### src/rtl/collatz_pkg.sv
// Shared types and constants for the Collatz range engine.
package collatz_pkg;

  // Default width of a stored sequence length.
  localparam int COUNT_BITS_DEF = 16;

  // Saturated length marker (all ones) at the default width.
  localparam logic [COUNT_BITS_DEF-1:0] LEN_SAT = '1;

  typedef enum logic [2:0] {
    S_IDLE,
    S_LOAD,
    S_RUN,
    S_STORE,
    S_DONE
  } state_t;

endpackage

### src/rtl/collatz_step_unit.sv
// One Collatz step: halve even values, 3n+1 odd values, flag 32-bit overflow.
module collatz_step_unit (
  input  logic [31:0] n,
  output logic [31:0] n_next,
  output logic        is_one,
  output logic        overflow
);

  logic [33:0] tri_n;

  // 3n+1 evaluated at 34 bits so the carry-out is visible.
  always_comb begin
    tri_n    = ({2'b00, n} << 1) + {2'b00, n} + 34'd1;
    is_one   = (n == 32'd1);
    overflow = n[0] & (|tri_n[33:32]);
    n_next   = n[0] ? tri_n[31:0] : {1'b0, n[31:1]};
  end

endmodule

### src/rtl/collatz_range_engine.sv
// Computes Collatz lengths for base..base+RAM_WORDS-1 into a RAM, then serves reads.
module collatz_range_engine
  import collatz_pkg::*;
#(
  parameter int RAM_WORDS     = 256,
  parameter int RAM_ADDR_BITS = 8,   // 2**RAM_ADDR_BITS must equal RAM_WORDS
  parameter int COUNT_BITS    = COUNT_BITS_DEF
) (
  input  logic                  clk,
  input  logic                  rst_n,
  input  logic                  go,
  input  logic [31:0]           start,
  output logic                  done,
  output logic [COUNT_BITS-1:0] count
);

  localparam logic [COUNT_BITS-1:0] SAT =
    (COUNT_BITS == COUNT_BITS_DEF) ? COUNT_BITS'(LEN_SAT) : {COUNT_BITS{1'b1}};
  localparam logic [RAM_ADDR_BITS-1:0] LAST_IDX = RAM_ADDR_BITS'(RAM_WORDS - 1);

  state_t                   state;
  logic                     go_q;
  logic                     go_rise;
  logic [31:0]              base;
  logic [RAM_ADDR_BITS-1:0] index;
  logic [31:0]              n;
  logic [COUNT_BITS-1:0]    len;
  logic [31:0]              value;
  logic [31:0]              n_next;
  logic                     is_one;
  logic                     overflow;
  logic [COUNT_BITS-1:0]    rd_data;
  logic [COUNT_BITS-1:0]    ram [RAM_WORDS];

  // A held go level only counts once, on its first sampled cycle.
  assign go_rise = go & ~go_q;
  assign value   = base + {{(32 - RAM_ADDR_BITS){1'b0}}, index};

  collatz_step_unit u_step (
    .n        (n),
    .n_next   (n_next),
    .is_one   (is_one),
    .overflow (overflow)
  );

  // Control FSM: go from any state restarts the whole range; done is registered.
  always_ff @(posedge clk) begin
    if (!rst_n) begin
      state <= S_IDLE;
      go_q  <= 1'b0;
      done  <= 1'b0;
      index <= '0;
      base  <= '0;
      n     <= '0;
      len   <= '0;
    end else begin
      go_q <= go;
      if (go_rise) begin
        base  <= start;
        index <= '0;
        done  <= 1'b0;
        state <= S_LOAD;
      end else begin
        case (state)
          S_IDLE: ;
          S_LOAD: begin
            n     <= value;
            len   <= (value == 32'd0) ? '0 : COUNT_BITS'(1);
            state <= S_RUN;
          end
          S_RUN: begin
            if (is_one || len == '0) begin
              state <= S_STORE;
            end else if (len == SAT) begin
              state <= S_STORE;
            end else if (overflow) begin
              len   <= SAT;
              state <= S_STORE;
            end else begin
              n   <= n_next;
              len <= len + COUNT_BITS'(1);
            end
          end
          S_STORE: begin
            if (index == LAST_IDX) begin
              done  <= 1'b1;
              state <= S_DONE;
            end else begin
              index <= index + RAM_ADDR_BITS'(1);
              state <= S_LOAD;
            end
          end
          S_DONE: ;
          default: state <= S_IDLE;
        endcase
      end
    end
  end

  // Result RAM: write in STORE, synchronous read in DONE; no reset so it maps to block RAM.
  always_ff @(posedge clk) begin
    if (state == S_STORE) ram[index] <= len;
    if (state == S_DONE)  rd_data <= ram[start[RAM_ADDR_BITS-1:0]];
  end

  // Read data is only exposed once the whole range is valid.
  assign count = done ? rd_data : '0;

endmodule

### config.mk
export PLATFORM = sky130hd
export DESIGN_NAME = collatz_range_engine
export DESIGN_NICKNAME = d
export VERILOG_FILES = /design/src/rtl/collatz_pkg.sv /design/src/rtl/collatz_step_unit.sv /design/src/rtl/collatz_range_engine.sv
export SDC_FILE = /design/constraint.sdc
export NUM_CORES = 2
export LEC_CHECK = 0
export BUFFER_PORTS_ARGS = -buffer_cell sky130_fd_sc_hd__buf_2
export CELL_PAD_IN_SITES_DETAIL_PLACEMENT = 0
export CELL_PAD_IN_SITES_GLOBAL_PLACEMENT = 1
export CORE_UTILIZATION = 50
export CTS_BUF_LIST = sky130_fd_sc_hd__clkbuf_4 sky130_fd_sc_hd__clkbuf_8
export DETAILED_ROUTE_END_ITERATION = 8
export HOLD_SLACK_MARGIN = 0.12
export PLACE_DENSITY_LB_ADDON = 0.1
export SLEW_MARGIN = 0
export SYNTH_ARGS = -nofsm -noshare
export SYNTH_HDL_FRONTEND = slang
export SYNTH_HIERARCHICAL = 1
export SYNTH_SLANG_ARGS = --single-unit
### constraint.sdc
create_clock -name clk -period 8.3 [get_ports clk]
set_clock_uncertainty 0.15 [all_clocks]
set_input_delay 0 -clock clk [delete_from_list [all_inputs] [get_ports clk]]
set_output_delay 0 -clock clk [all_outputs]
set_load 0.02 [all_outputs]
==> results.md <==
- Critical path arrival: 5.20 ns
- TritonCTS buffer count: roughly 680
- Max-slew violation count: 0
- Pre-CTS setup slack: 3.09 ns
- CTS resizes: 0
- Post-Syn Area per Cell: about 22 um^2
- Tot GR Track Use: 26.2%
- CTS tree: yes
- R2r setup slk: about 3.9 ns
- Post-synthesis cell area: roughly 160000 um^2
- Yosys reg bits: 4205
- Least-Margin Pin Slew: 1.40 ns
- Largest cells by area after synthesis: edfxtp_1 75%, mux4_2 18%, dfxtp_1 1.1%, nor2_1 0.80%, clkbuf_1 0.57%
- Worst-Skew Late Latency: between 1 and 1.5 ns
- Clock transition at path regs: 0.06 ns
- R2R cell count: 14
- Worst Min Path Start: start[1]
- RSZ-0062 raised after global routing: no
- IO Port Bufs: 51
- Antenna Nets Post-Route: 0
- Synth top area share: 75.0%
- Core area: 327000 um^2
- Row count: 210
- Worst hold path type: primary input to flip-flop
- VDD IR max: 177 uV
- Share of cells above drive strength 1: 33.0%
- Post-synth EDFFs: roughly 4100
- CTS Hold Bufs: 118
- Slew HR: 6.57%
- Estimated wirelength of the detail-placed design: 243 mm
- Worst setup SP type: primary input
- I/O Pins: 52
- Hold violation count in the final report: 0
- Sequential cell area fraction in the yosys report: 76.2%
- Setup TNS: 0 ns
- FMAX: about 220 MHz
- Post-synth net total: 7439
- DP Cell Count: approximately 12000
- Synthesis Warnings: 6
- Fin crit share: 53.7%
- Post-synthesis cell count: 7338
- DR vias: 81029
- DRC: 0
- Initial antenna violation count: 24
- Routed len/inst: roughly 33 um
- Via/cell ratio: roughly 6.2
- Area grow syn2layout: 13.0%
- Worst Setup End Kind: flip-flop
- Critical path class: primary input to flip-flop
- Yosys cell types: a little under 80
- Worst Hold Path EP: base[1]
- H-tree depth: 6
- Critical R2R Launch: n[0]
- Clk buf depth: 4
- Detailed-route wire length: 433 mm
- 1st-pass router iterations: 8
- Starting Density: 50.3%
- Die width: 576 um
- Final net count: 8259
- Ys async rst share: 0%
- Pwr dens: roughly 220 nW/um^2
- Hold depth: 5
- First-pass GRT wire length: 614 mm
- Status: finished, final reports clean
- Fin cells: 13033
- CP required: 9.04 ns
- Root Buffer: clkbuf_8
- Max-cap violations: 0
- Synth Flop Type: edfxtp_1
- # setup viols final: 0
- GRT overflow: 0
- Gpl congestion: 0.815
- Final worst setup slack: 3.85 ns
- DIE AREA: 331000 um^2
- Fin util: 56.8%
- Vias in the first global route: around 83000
- DRT iter0 DRCs: 9135
- Most area-hungry cell type in the Yosys netlist: edfxtp_1
- Clock sinks: 4205
- Overall die height: 576 um
- Fin crit period: 4.45 ns
- Largest net degree at the start of global routing: 207
- Post-CTS Repair Setup Buffers: 0
- Leak pwr: 0.0542 uW
- Critical Path Fanout Max: 72
- RR Endpoint: n[12]
## placed cells by master (no fill, tap or decap), drive strengths merged, types with 64 or more instances in the layout
cell and count:
dlygate4sd3 118, dfxtp 93, ha 64, buf 436, nor2 351, inv 89
a21oi 112, clkbuf 931, mux4 1280, edfxtp 4112, clkinv 215, nand2 209
a22oi 80
## per-stage QoR
step / hold slack (ns) / area [um^2] / power [uW]
2_1_floorplan: -0.0283 / 165000 / 24500
3_3_place_gp: 0.103 / 172000 / 25100
3_5_place_dp: 0.106 / 172000 / 25100
4_1_cts: 0.124 / 186000 / 42100
5_1_grt: 0.235 / 186000 / 43100
6_report: 0.257 / 186000 / 41800
## critical path: stages
cell and delay (ns):
dlygate4sd3_1 0.58, buf_12 0.49, buf_12 0.49, buf_4 0.68, mux4_2 0.59, mux4_2 0.56, a22oi_1 0.36, nand2_1 0.27
a22oi_1 0.70, o221ai_1 0.25
## kinds of logic after synthesis
group | count (synthesis) | synth area share, %
AOI/OAI and AO/OA | 469 | 2.05
xor gates and xnor gates | 63 | 0.335
adders and majority gates | 66 | 0.511
buffers and inverters | 471 | 1.27
DFF | 4205 | 76.2
muxes | 1293 | 17.6
and+or+nand+nor | 771 | 2.06
## synthesized netlist by cell type, types with 27 or more instances
cell	instances
mux4_2	1280
buf_1	42
nor2_1	351
a221oi_1	34
inv_1	49
edfxtp_1	4112
ha_1	64
and2_1	29
dfxtp_1	93
nand3_1	49
buf_2	89
a22oi_1	80
xor2_1	38
a22o_1	32
nand2_1	209
a211oi_1	27
a21oi_1	112
clkbuf_1	252
## flip-flops by register name (all words and copies together), names as in the netlist
register	flops
ram	4096
done	1
go_q	1
n	32
rd_data	16
index	8
state	3
base	32
len	16
## cell type report
cell class	count	area, um^2
antenna	20	50.0
fill	24368	141000
clock inverter	264	1500
timing repair buffer	555	4710
multi-input combinational	2662	37400
clock buffer	930	11300
sequential	4205	125000
tap	4346	5440
inverter	51	191
## routing by layer
| layer | wire length (um) | up-vias | share of wire (%) | GRT usage (%) |
|---|---|---|---|---|
| li1 | - | 32931 | - | - |
| met1 | 183000 | 44098 | 42 | 38.4 |
| met2 | 205000 | 3385 | 47 | 40.9 |
| met3 | 34900 | 603 | 8.1 | 5.02 |
| met4 | 10300 | 12 | 2.4 | 6.65 |
| met5 | 87 | - | 0.020 | 0 |
## worst max-delay path by stage
stage                   from     endpoint  slack [ns]  cells past startpoint
floorplan             len[0]        n[23]        2.00                     13
global placement    start[0]  rd_data[10]        3.00                      7
global route        start[0]   rd_data[4]        3.51                     10
CTS                 start[0]   rd_data[4]        3.79                     10
detailed placement  start[0]   rd_data[4]        3.09                      9
finish              start[0]  rd_data[14]        3.85                     10
## report_power, final
part | leakage [uW] | switching, uW | internal, uW
clock network | 0.00680 | 8210 | 8910
logic | 0.0132 | 929 | 694
registers | 0.0342 | 36.1 | 23000
total | 0.0542 | 9170 | 32600
No activity file was read; power rests on OpenSTA's default activity.
